`src/rtl/demux_sequencer.sv`:
```
// -----------------------------------------------------------------------------
// demux_sequencer
//
// Sequencing controller for a 1-to-2 demultiplexer. Words accepted on the A
// valid/ready stream are steered to channel B or channel C according to a
// routing mode (fixed B, fixed C, alternate per word, burst alternate).
// Each channel owns a one-word registered output stage with its own
// valid/ready handshake, and a per-channel delivery counter for debug.
//
// Ports:
//   clk, rst                 rising-edge clock, asynchronous active-high reset
//   A_in, A_valid, A_ready   input word stream (A_ready is combinational)
//   Mode                     routing mode: 00 B, 01 C, 10 alternate, 11 burst
//   outB, outB_valid, outB_ready   channel B output stage
//   outC, outC_valid, outC_ready   channel C output stage
//   Select                   current route (0 = B, 1 = C)
//   B_count, C_count         delivered-word counters, wrap 255 -> 0
// -----------------------------------------------------------------------------
module demux_sequencer #(
  parameter int WIDTH = 2,
  parameter int BURST = 4
) (
  input  logic             clk,
  input  logic             rst,
  input  logic [WIDTH-1:0] A_in,
  input  logic             A_valid,
  output logic             A_ready,
  input  logic [1:0]       Mode,
  output logic [WIDTH-1:0] outB,
  output logic             outB_valid,
  input  logic             outB_ready,
  output logic [WIDTH-1:0] outC,
  output logic             outC_valid,
  input  logic             outC_ready,
  output logic             Select,
  output logic [7:0]       B_count,
  output logic [7:0]       C_count
);

  localparam int CW = $clog2(BURST);
  localparam logic [CW-1:0] LAST = CW'(BURST - 1);

  typedef enum logic [1:0] {
    MODE_B     = 2'b00,
    MODE_C     = 2'b01,
    MODE_ALT   = 2'b10,
    MODE_BURST = 2'b11
  } mode_t;

  logic          sel;
  logic [CW-1:0] cnt;
  mode_t         mode_q;

  logic          sel_n;
  logic [CW-1:0] cnt_n;
  logic          x_valid;
  logic          x_ready;
  logic          acc;

  assign Select = sel;

  // Only the selected channel gates acceptance; the other channel may be
  // full and stalled without blocking the stream (and vice versa: no bypass).
  assign x_valid = sel ? outC_valid : outB_valid;
  assign x_ready = sel ? outC_ready : outB_ready;
  assign A_ready = !rst && (!x_valid || x_ready);
  assign acc     = A_valid && A_ready;

  always_comb begin
    sel_n = sel;
    cnt_n = cnt;
    if (acc) begin
      case (mode_q)
        MODE_B:   sel_n = 1'b0;
        MODE_C:   sel_n = 1'b1;
        MODE_ALT: sel_n = !sel;
        default: begin
          if (cnt == LAST) begin
            cnt_n = '0;
            sel_n = !sel;
          end else begin
            cnt_n = cnt + CW'(1);
          end
        end
      endcase
    end
  end

  always_ff @(posedge clk or posedge rst) begin
    if (rst) begin
      outB       <= '0;
      outB_valid <= 1'b0;
      outC       <= '0;
      outC_valid <= 1'b0;
      sel        <= 1'b0;
      cnt        <= '0;
      mode_q     <= MODE_B;
      B_count    <= 8'd0;
      C_count    <= 8'd0;
    end else begin
      // A load takes priority over a drain so that a same-cycle drain and
      // reload passes straight through without a bubble.
      if (acc && !sel) begin
        outB       <= A_in;
        outB_valid <= 1'b1;
      end else if (outB_valid && outB_ready) begin
        outB_valid <= 1'b0;
      end

      if (acc && sel) begin
        outC       <= A_in;
        outC_valid <= 1'b1;
      end else if (outC_valid && outC_ready) begin
        outC_valid <= 1'b0;
      end

      if (outB_valid && outB_ready) B_count <= B_count + 8'd1;
      if (outC_valid && outC_ready) C_count <= C_count + 8'd1;

      cnt <= cnt_n;

      // Mode is only re-latched on a burst boundary. Outside burst mode the
      // counter never leaves zero, so Mode is effectively sampled every cycle.
      if (cnt_n == '0) begin
        mode_q <= mode_t'(Mode);
        case (mode_t'(Mode))
          MODE_B:  sel <= 1'b0;
          MODE_C:  sel <= 1'b1;
          default: sel <= sel_n;
        endcase
      end else begin
        sel <= sel_n;
      end
    end
  end

endmodule

```
`config.mk`:
```
export PLATFORM = sky130hd
export DESIGN_NAME = demux_sequencer
export DESIGN_NICKNAME = d
export VERILOG_FILES = /design/src/rtl/demux_sequencer.sv
export SDC_FILE = /design/constraint.sdc
export NUM_CORES = 1
export LEC_CHECK = 0
export BUFFER_PORTS_ARGS = -buffer_cell sky130_fd_sc_hd__buf_4
export CORE_MARGIN = 2
export CORE_UTILIZATION = 45
export DETAILED_ROUTE_END_ITERATION = 10
export PLACE_DENSITY = 0.79
export SLEW_MARGIN = 20
export SYNTH_ARGS = -nofsm -noshare
export SYNTH_HDL_FRONTEND = slang
export SYNTH_SLANG_ARGS = --single-unit
```
`constraint.sdc`:
```
create_clock -name clk -period 1.9 [get_ports clk]
set_input_delay 0.57 -clock clk [delete_from_list [all_inputs] [get_ports clk]]
set_output_delay 0.57 -clock clk [all_outputs]
set_load 0.005 [all_outputs]
```
==> impl_metrics.toml <==
[outcome]
status = "finished clean"

[cts]
ctsHtreeMaxLevel = 1
cts_max_path_buffers = 2
clock_sinks = 27
clk_pin_slew_ns = 0.16
root_buffer = "clkbuf_4"
clk_latency_ns = 0.33
cts_tree = "done"
cts_buffers = 3

[pwr]
ir_drop_v = 0.000822
finalPower_mw = 2.19
powerDensity_mw_per_mm2 = 1300
leakagePower_nw = 0.789

[final_layout]
nNetsFinal = 166
instances_no_fill = 184
multi_input_comb_area_um2 = 592
seq_area_um2 = 677
n_fill_cell = 216
drive_gt1_frac = 0.412
n_antenna_cell = 0
area_delta_synth_final_pct = 32.8

[floorplanning]
placementRows = 19
core_mm2 = 0.00271
io_pins = 33
die-width_um = 57.1
fp.dieH_um = 57.1
die_area_mm2 = 0.00326
start_util = 0.468

[setup_path]
ff2ff_path_depth = 4
start_kind = "flip-flop"
crit_required_ns = 1.33
reg2reg_slack_ns = 0.12
cp_data_arrival_time_ns = 1.30
critPathKind = "flip-flop to primary output"
reg2reg_to = "mode_q[0]$_DFFE_PP0N_"
cp-end-kind = "primary output"
crit-reg2reg-launch = "Select$_DFF_PP0_"
critical_path.max_fanout = 5

[sta]
worst_slew_pin_slew_ns = 0.357
finalCritPeriodShare = 0.983
hold_viol_final = 0
final_max_slew_viol_count = 0
rsz0062_at_grt = "yes"
skew_ns = 0.00823
setup_viol = 0
max_freq_ghz = 0.535
finalCriticalPeriod_ns = 1.87
maxSlewHeadroom = 0.760
timing.hold.ws_ns = 0.449

[detailed_routing]
viasPerCell = 5.25
routed_wl_um = 2500
initialDrtViolationCount = 21
postRouteAntennaNets = 0
num_vias = 966
drt-wirelength-per-cell_um = 13.6
remaining_drc_errors = 0
drtPass1Iterations = 4

[global_route]
grt_use_total = 0.173
grt_overflow = 0
grt_max_degree = 28
grt_pass1_wl_um = 4270
grt_pass1_vias = 926
antenna_found_initial = 0

[hold_path]
hp-class = "primary input to asynchronous set/reset pin"

[yosys]
synth_edf_count = 0
syn_avg_cell_area_um2 = 12.0
synthesis.nets = 118
ys.flop_type = "dfrtp_1"
ys_seq_area_frac = 0.533
ys_types = 28
netlist.area_leader.share = 0.533
ys_ff_latch = 27
syn-instance-count = 106
yosysWarnings = 0
post-synth-top-area-cell = "dfrtp_1"
yosys-top-cells-area = "dfrtp_1 53%, mux2_2 8.0%, xnor2_1 7.6%"
async_flop_share = 1.00
mappedNetlistArea_mm2 = 0.00127

[run]
drv_cap = 0

[place]
gp_congestion = 0.800
dpl.hpwl_um = 1760
dp.cells = 176
io_buffers = 32
-- per-stage QoR --
step | setup slack, ns | cell area, um2 | utilization | setup TNS, ns
final | 0.0319 | 1680 | 0.621 | 0
after global routing | -0.0605 | 1680 | 0.621 | -0.0605
after CTS | -0.0142 | 1680 | 0.618 | -0.0142
after detailed placement | -0.0585 | 1600 | 0.590 | -0.164
after global placement | -0.00698 | 1600 | 0.590 | -0.0138
after floorplan | 0.0957 | 1270 | - | 0
-- flip-flops by register name (all words and copies together) (netlist names) --
signal and count:
cnt 2, outC_valid 1, Select 1, outB_valid 1, outB 2, C_count 8, mode_q 2, B_count 8
outC 2
-- cells in the mapped netlist (2+ instances only) --
cell / instances
nor2_1: 8
nand3_1: 8
dfrtp_1: 27
xnor2_1: 11
mux2_2: 9
ha_1: 3
nand2_1: 8
inv_1: 3
nor3_1: 3
mux2_1: 2
xor2_1: 3
mux2i_1: 2
nand4_1: 2
nand2b_1: 3
-- logic make-up after synthesis --
group | after synthesis | synth area share
xor+xnor | 14 | 0.0967
mux | 13 | 0.114
compound gates | 7 | 0.0553
fa+ha+maj | 3 | 0.0296
flops | 27 | 0.533
simple gates | 38 | 0.157
buf+inv | 4 | 0.0148
-- report_power, final --
part           internal (mW)  switching, mW
logic                  0.569          0.377
clock network         0.0807          0.181
registers              0.780          0.207
total                   1.43          0.764
-- critical path: stages, from the launching register on --
cell and delay, ns:
dfrtp_1 0.40, nor2b_4 0.16, a211oi_4 0.26, buf_4 0.15
-- what timing repair did --
action,4_1_cts,5_1_grt
resized for setup,5,0
endpoints found under the setup margin,1,4
hold buffers,0,0
hold endpoints to repair,0,0
gates cloned,0,0
buffers inserted,4,1
pin swaps,2,2
-- cell usage in the layout (no fill, tap or decap) --
cell type,instances
buf_4,43
dfrtp_1,26
xnor2_1,11
mux2_2,9
nor2_1,8
nand2_1,8
nand3_1,8
nand2b_1,3
xor2_1,3
nor3_1,3
inv_1,3
ha_1,3
clkbuf_4,3
mux2i_1,2
mux2_1,2
nand4_1,2
dfrtp_2,1
nor2b_4,1
nor3b_4,1
a2111oi_4,1
and3_1,1
nand3b_1,1
a211oi_4,1
or2_2,1
o32ai_1,1
o22ai_1,1
a31oi_1,1
a221oi_1,1
o21ai_0,1
and2_1,1
clkinvlp_4,1
buf_6,1
-- layer usage --
layer / vias up / global-route usage / routed length (um)
li1: 461 / - / -
met1: 461 / 0.226 / 1150
met2: 36 / 0.274 / 1170
met3: 8 / 0.0317 / 139
met4: 0 / 0.0897 / 38
met5: - / 0 / 0
-- final cells by class --
| cell class | count | area share |
|---|---|---|
| Multi-Input combinational cell | 75 | 0.352 |
| Sequential cell | 27 | 0.402 |
| Clock buffer | 3 | 0.0134 |
| Tap cell | 31 | 0.0230 |
| Clock inverter | 1 | 0.00446 |
| Inverter | 3 | 0.00669 |
| Timing Repair Buffer | 44 | 0.199 |
-- worst max path at each step --
stage	slack, ns	from	cells after the start	to
finish	0.03	outC_valid$_DFFE_PP0P_	3	A_ready
global route	-0.06	outC_valid$_DFFE_PP0P_	3	A_ready
CTS	-0.01	Select$_DFF_PP0_	3	A_ready
detailed placement	-0.06	outC_ready	5	mode_q[0]$_DFFE_PP0N_
global placement	-0.007	outC_ready	5	mode_q[1]$_DFFE_PP0N_
floorplan	0.1	rst	4	mode_q[0]$_DFFE_PP0N_
No activity file was read; power rests on OpenSTA's default activity.
